`config.mk`:
```
export PLATFORM = sky130hd
export DESIGN_NAME = ex_muldiv
export DESIGN_NICKNAME = d
export VERILOG_FILES = /design/src/rtl/ex_muldiv.sv
export SDC_FILE = /design/constraint.sdc
export NUM_CORES = 1
export LEC_CHECK = 0
export CAP_MARGIN = 20
export CORE_UTILIZATION = 64
export DETAILED_ROUTE_END_ITERATION = 12
export PLACE_DENSITY = 0.95
export REMOVE_ABC_BUFFERS = 1
export SLEW_MARGIN = 40
export SYNTH_ARGS = -nofsm -noshare
export SYNTH_HDL_FRONTEND = slang
export SYNTH_SLANG_ARGS = --single-unit
```
`constraint.sdc`:
```
create_clock -name clock -period 6.5 [get_ports clock]
set_clock_uncertainty 0.05 [all_clocks]
set_input_delay 0.975 -clock clock [delete_from_list [all_inputs] [get_ports clock]]
set_output_delay 0.975 -clock clock [all_outputs]
set_load 0.02 [all_outputs]
```
`src/rtl/ex_muldiv.sv`:
```
// ex_muldiv: iterative MULT/MULTU/DIV/DIVU unit owning HI/LO for the EX stage.
// Define MULDIV_FAST_MULT_EN to compute multiplies in one cycle with a combinational multiplier.
module ex_muldiv (
   input  logic        clock,
   input  logic        reset,
   input  logic        start,
   input  logic [1:0]  op,
   input  logic [31:0] a,
   input  logic [31:0] b,
   input  logic        abort,
   input  logic        mthi_en,
   input  logic        mtlo_en,
   output logic [31:0] hi,
   output logic [31:0] lo,
   output logic        busy,
   output logic        done
);
   typedef enum logic [1:0] {IDLE, RUN, FIX} state_t;
   state_t      state_q, state_d;
   logic [5:0]  cnt_q, cnt_d;
   logic [63:0] acc_q, acc_d;
   logic [31:0] m_q, m_d, hi_q, hi_d, lo_q, lo_d;
   logic        div_q, div_d, neg_q, neg_d, sa_q, sa_d, dz_q, dz_d, done_q, done_d;
   logic        sa, sb, ge;
   logic [31:0] abs_a, abs_b, rsub, quo, rem;
   logic [32:0] msum, sh;
   logic [63:0] step, prod;
`ifdef MULDIV_FAST_MULT_EN
   logic [63:0] fprod;
`endif
   // acc holds {upper, lower} for multiply and {remainder, dividend/quotient} for divide
   always_comb begin
      sa    = ~op[0] & a[31];
      sb    = ~op[0] & b[31];
      abs_a = sa ? -a : a;
      abs_b = sb ? -b : b;
      msum  = {1'b0, acc_q[63:32]} + (acc_q[0] ? {1'b0, m_q} : 33'd0);
      sh    = acc_q[63:31];
      ge    = sh >= {1'b0, m_q};
      rsub  = sh[31:0] - m_q;
      step  = div_q ? {ge ? rsub : sh[31:0], acc_q[30:0], ge} : {msum, acc_q[31:1]};
      prod  = neg_q ? -acc_q : acc_q;
      quo   = dz_q ? 32'hFFFF_FFFF : neg_q ? -acc_q[31:0] : acc_q[31:0];
      rem   = sa_q ? -acc_q[63:32] : acc_q[63:32];
`ifdef MULDIV_FAST_MULT_EN
      fprod = 64'($signed({sa, a})) * 64'($signed({sb, b}));
`endif
   end
   always_comb begin
      state_d = state_q;
      cnt_d   = cnt_q;
      acc_d   = acc_q;
      m_d     = m_q;
      div_d   = div_q;
      neg_d   = neg_q;
      sa_d    = sa_q;
      dz_d    = dz_q;
      hi_d    = hi_q;
      lo_d    = lo_q;
      done_d  = 1'b0;
      if (state_q == IDLE) begin
         if (mthi_en) hi_d = a;
         if (mtlo_en) lo_d = a;
`ifdef MULDIV_FAST_MULT_EN
         if (start && !abort && !op[1]) begin
            hi_d   = fprod[63:32];
            lo_d   = fprod[31:0];
            done_d = 1'b1;
         end else
`endif
         if (start && !abort) begin
            state_d = RUN;
            cnt_d   = '0;
            acc_d   = {32'd0, op[1] ? abs_a : abs_b};
            m_d     = op[1] ? abs_b : abs_a;
            div_d   = op[1];
            neg_d   = sa ^ sb;
            sa_d    = sa;
            dz_d    = op[1] && b == '0;
         end
      end else if (abort) begin
         state_d = IDLE;
      end else if (state_q == RUN) begin
         acc_d   = step;
         cnt_d   = cnt_q + 6'd1;
         state_d = cnt_q == 6'd31 ? FIX : RUN;
      end else begin
         hi_d    = div_q ? rem : prod[63:32];
         lo_d    = div_q ? quo : prod[31:0];
         done_d  = 1'b1;
         state_d = IDLE;
      end
   end
   always_ff @(posedge clock) begin
      if (reset) begin
         state_q <= IDLE;
         cnt_q   <= '0;
         acc_q   <= '0;
         m_q     <= '0;
         div_q   <= 1'b0;
         neg_q   <= 1'b0;
         sa_q    <= 1'b0;
         dz_q    <= 1'b0;
         hi_q    <= '0;
         lo_q    <= '0;
         done_q  <= 1'b0;
      end else begin
         state_q <= state_d;
         cnt_q   <= cnt_d;
         acc_q   <= acc_d;
         m_q     <= m_d;
         div_q   <= div_d;
         neg_q   <= neg_d;
         sa_q    <= sa_d;
         dz_q    <= dz_d;
         hi_q    <= hi_d;
         lo_q    <= lo_d;
         done_q  <= done_d;
      end
   end
   assign busy = state_q != IDLE;
   assign done = done_q;
   assign hi   = hi_q;
   assign lo   = lo_q;
endmodule

```
==> metrics.md <==
| Metric | Value |
|---|---|
| Number of vias per cell | roughly 7.1 |
| IO buf count | 137 |
| Gr usage total | 0.459 |
| R2R Path Start | acc_q[32] |
| Final Hold Viols | 0 |
| Number of flops mapped to enable cells by yosys | 0 |
| Post-synth ARST share | 0 |
| Crit path max fanout | 22 |
| Multi-input gate area | between 10,000 and 15,000 um^2 |
| Num CTS Buffers | 17 |
| Hold Buf Count CTS | 0 |
| Largest net degree at the start of global routing | between 90 and 100 |
| Initial antenna violation count | 0 |
| CP arrival | 4.74 ns |
| Critical Path RT | between 6 and 7 ns |
| FMAX | between 200 and 250 MHz |
| R2R Setup Slk | 2.02 ns |
| Routed via count | 16,800 |
| Critical path capture point type | flip-flop |
| Slew headroom | 0.416 |
| Die Width | 154 um |
| Commonest non-fill, non-tap cells in the layout | nor2_1, nand2_1, a21oi_1 |
| Place WS | between 1.5 and 2 ns |
| Max_cap viols | 0 |
| Hold WC Path Type | flip-flop to flip-flop |
| DR iter-0 viols | 2,493 |
| Clock Latency Late Sink | 0.47 ns |
| RSZ-0062 raised after global routing | no |
| Ys flop type | dfxtp_1 |
| Slew @ Worst Pin | 0.870 ns |
| Worst hold path cell count | 2 |
| Post-CTS Setup Bufs | 0 |
| Layout cell share with drive strength beyond 1 | 0.0492 |
| Core Region | 22,600 um^2 |
| FF-to-FF End | acc_q[33] |
| Num rows | 55 |
| Worst R2R Path Depth | 11 |
| Clk buf depth | 2 |
| P_leak | 0.00625 uW |
| Most common cell after layout, fill and taps aside | nor2_1 |
| Global-route wire length before repair | 85,000 um |
| CTS clk-pin slew, worst paths | 0.08 ns |
| DP Wirelength | between 40,000 and 50,000 um |
| Status | completed |
| Critical path class | flip-flop to flip-flop |
| Top cell type's share of synthesized area | 0.235 |
| Synth cell types | between 70 and 80 |
| Crit start category | flip-flop |
| Register area | 3470 um^2 |
| Total Wirelength | 55,300 um |
| Remaining global-route overflow | 0 |
| Fillcell total | about 1,700 |
| Drt drc | 0 |
| Final ANT Viol Nets | 0 |
| Yosys warning count | 0 |
| Setup violations, final | 0 |
| Clk root buf | clkbuf_16 |
| Total Nets Final | between 2,000 and 2,500 |
| VDD IR-drop max | around 0.00015 V |
| Gate Count Post-Synth | 2,023 |
| Clock sinks | 173 |
| Max-slew violation count | 0 |
| Pwr dens | 197 nW/um^2 |
| Setup WS post-layout | ~2 ns |
| Hold EP | lo[8] |
| Area leader, netlist | dfxtp_1 |
| Detailed Routing Iterations Pass 1 | 7 |
| Period utilization | 0.689 |
| Synthesized area per cell | 7.27 um^2 |
| Cell Area, Synth | 14,700 um^2 |
| CTS tree | done |
| Worst hold start | lo[8] |
| Main area contributors after synthesis | dfxtp_1, xnor2_1, a21oi_1, ha_1, nor2_1 |
| Gpl congestion | 1.00 |
| Die Span Y | 154 um |
| Register area share after synthesis | 0.235 |
| FF+latch count, synth | 173 |
| Starting Density | 0.652 |
| Minimum clock period | 4.48 ns |
| Post-CTS sizing | 0 |
| Core Util, Final | 0.741 |
| Average wire per standard cell | 23.4 um |
| # IOs | 138 |
| Vias in the first global route | 15,300 |
| Die area | 23,600 um^2 |
| Area grow syn2layout | 13.7% |
| H-tree depth | 4 |
[cells in the mapped netlist (8+ instances only)]
master / instances
o211ai_1: 33
a21oi_1: 192
clkbuf_1: 125
nand2b_1: 16
nand4_1: 26
a22oi_1: 14
o31ai_1: 22
o21a_1: 13
nor2b_1: 11
a21o_1: 23
a211oi_1: 45
and2_1: 8
nor4_1: 15
o41ai_1: 12
nand3_1: 26
a221oi_1: 16
o221ai_1: 33
inv_1: 65
or4_1: 18
buf_1: 10
a31oi_1: 25
xor2_1: 58
nor3_1: 41
or3_1: 12
nor2_1: 224
nand2_1: 216
mux2i_1: 62
o22ai_1: 21
dfxtp_1: 173
ha_1: 69
xnor2_1: 118
o21bai_1: 8
o21ai_0: 157
[worst max-delay path by stage]
stage | from | end | slack (ns)
floorplan | state_q[1] | acc_q[31] | -2.90
global placement | b[3] | acc_q[31] | 1.92
detailed placement | a[13] | m_q[28] | 1.93
CTS | acc_q[32] | acc_q[33] | 2.15
global route | acc_q[32] | acc_q[33] | 1.77
finish | acc_q[32] | acc_q[33] | 2.02
[through the flow]
stage / TNS, ns / hold WS, ns / cell area [um^2] / power, uW / instances
floorplan: -100.47 / 0.376 / 14100 / 1810 / 1877
global placement: 0 / 0.389 / 16100 / 2180 / 2325
detailed placement: 0 / 0.394 / 16100 / 2200 / 2325
CTS: 0 / 0.406 / 16700 / 3240 / 2357
global route: 0 / 0.417 / 16700 / 3400 / 2357
finish: 0 / 0.406 / 16700 / 3300 / 2358
[kinds of logic (layout without fill, tap and decap cells)]
family	Yosys count	count (layout)	share of synthesized area
buffers and inverters	213	262	0.0565
flip-flops	173	173	0.235
other	0	1	0
adder cells (fa/ha/maj)	71	71	0.0614
AND/OR/NAND/NOR	643	643	0.199
AO/OA/AOI/OAI	681	681	0.298
multiplexers	66	66	0.0452
XOR/XNOR	176	176	0.105
[state kept, by name, summed over array words and instances (netlist names)]
signal,flops
dz_q,1
hi,32
neg_q,1
state_q,2
cnt_q,6
sa_q,1
div_q,1
done,1
lo,32
m_q,32
acc_q,64
[layout make-up]
| class | count | share of cell area |
|---|---|---|
| repair buffers | 163 | 0.0936 |
| inverters | 67 | 0.0150 |
| diodes | 1 | 0.000150 |
| flip-flops and latches | 173 | 0.207 |
| multi-input cells | 1637 | 0.627 |
| clock inverters | 15 | 0.0105 |
| clock buffers | 17 | 0.0254 |
| well taps | 285 | 0.0213 |
[worst max-delay path, stage by stage (launching register included)]
cell and delay (ns):
dfxtp_1 0.58, ha_1 0.32, nor2b_1 0.14, o21ai_0 0.60
a21oi_1 0.19, o31ai_1 0.56, a21oi_1 0.30, a31oi_4 0.64
buf_4 0.36, mux2_2 0.36, a21oi_1 0.14, nor3_1 0.07
[power by group]
part,internal (uW),switching [uW]
Clock,521,559
Combinational,389,636
Sequential,1120,77.9
Total,2030,1270
[routing by layer]
metal  part of all wire  track usage  up-vias
met2               0.42        0.687     1405
met5                  0            0        -
met1               0.38        0.606     7609
met4              0.067        0.284        0
met3               0.13       0.0944      295
li1                   -            -     7462
(Power assumes the default switching activity.)
